## src/rtl/s1488_n55_bist.sv

```systemverilog
// Built-in self-test driver for the s1488 n55 cone: LFSR pattern source,
// serial MISR response compactor and golden-signature compare.
//
// state | meaning
// IDLE  | waiting for start; pattern, signature, count and pass hold
// RUN   | one LFSR pattern presented per cycle, responses compacted
// DRAIN | RESP_LAT cycles absorbing responses still in flight
// DONE  | one-cycle done pulse; pass captured from signature == gold
module s1488_n55_bist #(
    parameter int          NPAT      = 256,
    parameter logic [13:0] SEED      = 14'h0001,
    parameter logic [15:0] MISR_SEED = 16'h0000,
    parameter int          RESP_LAT  = 0
) (
    input  logic        CK,
    input  logic        RST,
    input  logic        start,
    input  logic [15:0] gold,
    input  logic        resp_in,
    output logic [13:0] pat_out,
    output logic        pat_valid,
    output logic        busy,
    output logic        done,
    output logic        pass,
    output logic [15:0] signature,
    output logic [15:0] pat_cnt
);

    // An all-zero LFSR would lock up, so a zero seed falls back to 1.
    localparam logic [13:0] SEED_EFF = (SEED == 14'h0000) ? 14'h0001 : SEED;
    localparam logic [15:0] LAST_CNT = 16'(NPAT - 1);

    typedef enum logic [1:0] {IDLE, RUN, DRAIN, DONE} state_t;

    state_t      state;
    state_t      state_next;
    logic        run_last;
    logic        resp_ok;
    logic        drain_end;
    logic [13:0] lfsr_next;
    logic [15:0] misr_next;

    assign run_last  = (state == RUN) && (pat_cnt == LAST_CNT);
    assign lfsr_next = {pat_out[12:0], pat_out[13] ^ pat_out[4] ^ pat_out[2] ^ pat_out[0]};
    assign misr_next = {signature[14:0],
                        signature[15] ^ signature[13] ^ signature[12] ^ signature[10] ^ resp_in};

    always_ff @(posedge CK) begin
        if (RST) begin
            state <= IDLE;
        end else begin
            state <= state_next;
        end
    end

    always_comb begin
        state_next = state;
        pat_valid  = 1'b0;
        busy       = 1'b0;
        done       = 1'b0;
        case (state)
            IDLE: begin
                if (start) begin
                    state_next = RUN;
                end
            end
            RUN: begin
                pat_valid = 1'b1;
                busy      = 1'b1;
                if (run_last) begin
                    state_next = (RESP_LAT > 0) ? DRAIN : DONE;
                end
            end
            DRAIN: begin
                busy = 1'b1;
                if (drain_end) begin
                    state_next = DONE;
                end
            end
            DONE: begin
                done       = 1'b1;
                state_next = IDLE;
            end
            default: begin
                state_next = IDLE;
            end
        endcase
    end

    // The final pattern is not stepped past, so pat_out holds it through DRAIN and IDLE.
    always_ff @(posedge CK) begin
        if (RST) begin
            pat_out   <= '0;
            signature <= '0;
            pat_cnt   <= '0;
            pass      <= 1'b0;
        end else if ((state == IDLE) && start) begin
            pat_out   <= SEED_EFF;
            signature <= MISR_SEED;
            pat_cnt   <= '0;
            pass      <= 1'b0;
        end else begin
            if (state == RUN) begin
                pat_cnt <= pat_cnt + 16'd1;
                if (!run_last) begin
                    pat_out <= lfsr_next;
                end
            end
            if (resp_ok) begin
                signature <= misr_next;
            end
            if (state == DONE) begin
                pass <= (signature == gold);
            end
        end
    end

    generate
        if (RESP_LAT == 0) begin : g_direct
            assign resp_ok   = (state == RUN);
            assign drain_end = 1'b1;
        end else begin : g_delayed
            logic [RESP_LAT-1:0] vld;
            logic [1:0]          drain_cnt;

            // Each RUN cycle launches a response that lands RESP_LAT edges later.
            always_ff @(posedge CK) begin
                if (RST) begin
                    vld       <= '0;
                    drain_cnt <= '0;
                end else begin
                    vld <= RESP_LAT'({vld, (state == RUN)});
                    if (run_last) begin
                        drain_cnt <= 2'(RESP_LAT - 1);
                    end else if ((state == DRAIN) && (drain_cnt != 2'd0)) begin
                        drain_cnt <= drain_cnt - 2'd1;
                    end
                end
            end

            assign resp_ok   = vld[RESP_LAT-1];
            assign drain_end = (drain_cnt == 2'd0);
        end
    endgenerate

endmodule

```

## config.mk

```make
export PLATFORM = sky130hd
export DESIGN_NAME = s1488_n55_bist
export DESIGN_NICKNAME = d
export VERILOG_FILES = /design/src/rtl/s1488_n55_bist.sv
export SDC_FILE = /design/constraint.sdc
export NUM_CORES = 1
export LEC_CHECK = 0
export CELL_PAD_IN_SITES_DETAIL_PLACEMENT = 0
export CELL_PAD_IN_SITES_GLOBAL_PLACEMENT = 1
export CORE_ASPECT_RATIO = 0.6
export CORE_MARGIN = 4
export CORE_UTILIZATION = 32
export CTS_CLUSTER_DIAMETER = 60
export DETAILED_ROUTE_END_ITERATION = 10
export HOLD_SLACK_MARGIN = 0.1
export PLACE_DENSITY = 0.81
export SYNTH_ARGS = -nofsm -noshare
export SYNTH_HDL_FRONTEND = slang
export SYNTH_SLANG_ARGS = --single-unit
```

## constraint.sdc

```tcl
create_clock -name CK -period 1.95 [get_ports CK]
set_input_delay 0.39 -clock CK [delete_from_list [all_inputs] [get_ports CK]]
set_output_delay 0.39 -clock CK [all_outputs]
set_load 0.005 [all_outputs]
```

## Word-level counts from Yosys, hierarchy flattened

Cells that the tools add are included.

- Bits in registers: 49
- Logic and storage cells: 41
- Output and inout port bits: 50

- Multiplexer cells: 9
- Bitwise logic cells: 8
- Reductions and logical operators: 9
- Add/subtract/negate cells: 1
- Equal/unequal tests: 8

Operator list:

| operator | number |
|---|---|
| $add 16x1->16 const B | 1 |
| $eq 16x16->1 | 1 |
| $eq 16x8->1 const B | 1 |
| $pmux 2 s4 | 1 |
| $xor 1x1->1 | 7 |
| $mux 1 | 6 |
| $reduce_and 2->1 | 3 |
| $eq 2x2->1 const B | 2 |
| $mux 2 | 2 |
| $ne 2x2->1 const B | 2 |
| $reduce_or 2->1 | 2 |
| $eq 2x1->1 const B | 1 |
| $logic_and 1x1->1 | 2 |
| $logic_not 2->1 | 1 |
| $ne 2x1->1 const B | 1 |
| $reduce_bool 2->1 | 1 |
| $not 1->1 | 1 |

## Longest topological paths before layout

- Depth in word-level cells: 6
- Depth in mapped cells: 8

## Worst setup path before layout

No wires, ideal clock.

- Path kind: register to register
- Start: reg state[0]
- End: reg pat_cnt[15]
- Data arrival time: 1.938 ns
- Stages on the path, launching flop included: 8
- Slack: -0.059 ns
- Path buffers: 2
- Cell sequence: dfxtp_1 > ha_1 > clkbuf_1 > and4_1 > clkbuf_1 > nand3_1 > or4_1 > a21oi_1

- Word-level cells in the longest chain between the ends: 3
- Elaborated cells on any way between the ends: 4

RTL lines:

| item | RTL line | source |
|---|---|---|
| from (decl) | 35 | `state_t state;` |
| from (signal assigned) | 52 | `state <= state_next;` |
| $logic_not 2->1 | 97 | `end else if ((state == IDLE) && start) begin` |
| $logic_and 1x1->1 | 97 |  |
| $reduce_or 2->1 (no line) | -- |  |
| to (signal assigned) | 104 | `pat_cnt <= pat_cnt + 16'd1;` |
| to (decl) | 26 | `output logic [15:0] pat_cnt` |

Several ways; a longest one is shown, not always the timed one.
A chain may end at the register's enable or synchronous reset.

## Final worst setup path

- Start: reg state[0]
- End: out done

- Word-level cells in the longest chain between the ends: 2

RTL lines:

| item | RTL line | source |
|---|---|---|
| $eq 2x2->1 | 61 | `case (state)` |
| $mux 1 | 61 |  |
| to (decl) | 23 | `output logic done,` |

Every way passes these cells.

==> impl_metrics.json <==
{
  "synth_cells": 242,
  "dp_cells": 389,
  "setup_violations": 0,
  "wl_mm": 5.60,
  "crit_required_ns": 1.56,
  "yosysTopAreaCell": "dfxtp_1",
  "firstDrtPassIters": 4,
  "path_delay_family": "buffers and inverters",
  "num_antenna_cells": 0,
  "hold_depth": 2,
  "critPathMaxFanout": 4,
  "drc": 0,
  "pin_count": 70,
  "ys_ff_latch": 49,
  "yosysSeqAreaShare": 0.420,
  "stdcell_area_sq_mm": 0.00329,
  "hpwl_mm": 4.32,
  "hp-start": "pass$_SDFFE_PP0P_",
  "synth_cell_types": 37,
  "fp-row-count": 23,
  "clock_sinks": 49,
  "clock_latency_ns": 0.29,
  "cts_tree": "built",
  "viasPerCell": 4.65,
  "period_needed_ns": 1.86,
  "io_buffers": 69,
  "final-hold-violation-count": 0,
  "fmax_mhz": 536,
  "clk_pin_slew_ns": 0.06,
  "final_antenna_net_count": 0,
  "yosysMostFrequentCell": "dfxtp_1",
  "root_buffer": "clkbuf_16",
  "synth_ff_type": "dfxtp_1",
  "r2r_cells": 6,
  "grt_pass1_wl_mm": 9.24,
  "rrSetupSlack_ns": 0.15,
  "drive_gt1_frac": 0.100,
  "crit_start": "state[0]$_SDFFE_PP0P_",
  "htree_num_levels": 2,
  "ys_top_cells_by_area": "dfxtp_1 42%, mux2i_1 13%, xor2_1 8.3%, nor2_1 6.4%, buf_4 4.8%",
  "die_area_sq_mm": 0.00877,
  "fin_ws_ns": 0.0855,
  "routedWlPerCell_um": 14.1,
  "finClkSkew_ns": 0.00748,
  "gp_congestion": 0.754,
  "fin_tns_setup_ns": 0,
  "rsz0062_at_grt": "false",
  "worst_pin_slew_ns": 0.317,
  "die_w_um": 118,
  "cap_violations": 0,
  "power.density_mw_per_mm2": 757,
  "die_height_um": 74.2,
  "antenna_found_initial": 0,
  "drv_slew": 0,
  "timing.hold.ws_ns": 0.490,
  "max_slew_margin": 0.788,
  "r2r_end": "pat_out[2]$_SDFFE_PP0P_",
  "synth-edff-count": 0,
  "numCtsBuffers": 5,
  "cts_hold_buf": 0,
  "yosys_warnings": 0,
  "critPathKind": "reg -> out",
  "max_stage_delay_ns": 0.51,
  "vias": 1843,
  "hold_path.class": "reg -> reg",
  "synth_top_area_share": 0.420,
  "avgSynthCellArea_sq_um": 9.65,
  "grt_start_max_net_pins": 26,
  "cpMaxStageDelayCell": "clkdlybuf4s50_1",
  "cts_buffer_depth": 2,
  "min_period_over_period": 0.956,
  "dp_slack_ns": 0.139,
  "drtIter0Drc": 65,
  "regToRegStartpoint": "pat_cnt[0]$_SDFFE_PP0P_",
  "p_leak_nw": 1.30,
  "async_reset_ff_frac": 0,
  "syn2layout_area_growth_pct": 40.8,
  "crit_buf_inv": 2,
  "outcome": "finished, final reports clean",
  "grt_util_all_layers": 0.136,
  "peakVddDrop_mv": 0.437,
  "fill_cells": 661,
  "syn_area_sq_mm": 0.00233,
  "startpoint_type": "flip-flop",
  "fin_nets": 334,
  "grt_pass1_vias": 1788,
  "synth_common_cells": "49 x dfxtp_1, 40 x nor2_1, 30 x mux2i_1, 22 x xor2_1, 15 x buf_4",
  "arrival_ns": 1.47,
  "endpoint_kind": "output port",
  "initial_utilization": 0.339,
  "place_area_sq_mm": 0.00312,
  "coreArea_sq_mm": 0.00688,
  "grt_overflow_total": 0,
  "syn-num-nets": 267,
  "path_cells": "buf_4, ha_2, clkdlybuf4s50_1",
  "min_delay_worst_endpoint": "pass$_SDFFE_PP0P_",
  "layoutNonFillerInstCount": 396
}
## registers in the layout (all words and copies together) (netlist names)
signal / cells
signature: 16
pass: 1
pat_cnt: 16
state: 2
pat_out: 14
## stage by stage
step                utilization  total power [mW]
finish                    0.478              2.49
global route              0.478              2.60
CTS                       0.477              2.52
detailed placement        0.454              1.66
global placement          0.454              1.65
floorplan                     -              1.44
## tightest hold or removal path: cells and delay by family, from the launching register on
kind / cells / cell delay, ns
flip-flops: 1 / 0.31
AO/OA/AOI/OAI: 1 / 0.08
buffers and inverters: 1 / 0.05
## repair_timing
item	4_1_cts	5_1_grt
gates resized for setup	7	3
setup buffers	0	0
endpoints found under the setup margin	2	2
endpoints found under the hold margin	0	0
pin swaps	0	0
## logic make-up after synthesis
kind of cell	synth area share
buf+inv	0.0740
compound gates	0.0563
fa+ha+maj	0.0268
xor+xnor	0.122
flops	0.420
mux	0.129
simple gates	0.172
## area by class of cell
class / count / area, sq um / area share
inverters: 4 / 15.0 / 0.00457
clock inverters: 1 / 8.76 / 0.00266
clock buffers: 6 / 129 / 0.0392
well taps: 87 / 109 / 0.0331
multi-input cells: 164 / 1210 / 0.367
repair buffers: 85 / 837 / 0.255
flip-flops and latches: 49 / 982 / 0.299
## routing by layer
| layer | up-vias | global-route usage | share of wire |
|---|---|---|---|
| li1 | 944 | - | - |
| met1 | 844 | 0.193 | 0.54 |
| met2 | 48 | 0.180 | 0.37 |
| met3 | 7 | 0.0570 | 0.072 |
| met4 | 0 | 0.0545 | 0.016 |
| met5 | - | 0 | 0 |
## cells in the final DEF, fill, tap and decap left out, types with 5 or more instances in the layout
cell type | netlist | routed
clkdlybuf4s50_1 | 0 | 67
dfxtp_1 | 49 | 48
nor2_1 | 40 | 40
mux2i_1 | 30 | 30
xor2_1 | 22 | 22
buf_4 | 15 | 14
nand2_1 | 8 | 8
xnor2_1 | 8 | 8
nand4_1 | 6 | 6
a21oi_1 | 6 | 6
or3_1 | 5 | 5
nor4_1 | 5 | 5
clkbuf_16 | 0 | 5
## report_power, final
part	leakage, nW	switching, mW	internal [mW]
Clock	0.0669	0.361	0.471
Combinational	0.835	0.282	0.311
Sequential	0.396	0.0305	1.03
Total	1.30	0.674	1.81
## worst max path at each step
| stage | endpoint | slack, ns | depth (start not counted) |
|---|---|---|---|
| CTS | done | 0.001 | 3 |
| global placement | pat_valid | 0.17 | 4 |
| global route | done | 0.007 | 3 |
| floorplan | pat_out[10]$_SDFFE_PP0P_ | 0.01 | 6 |
| finish | done | 0.09 | 3 |
| detailed placement | pat_out[2]$_SDFFE_PP0P_ | 0.14 | 6 |
(Power assumes the default switching activity.)
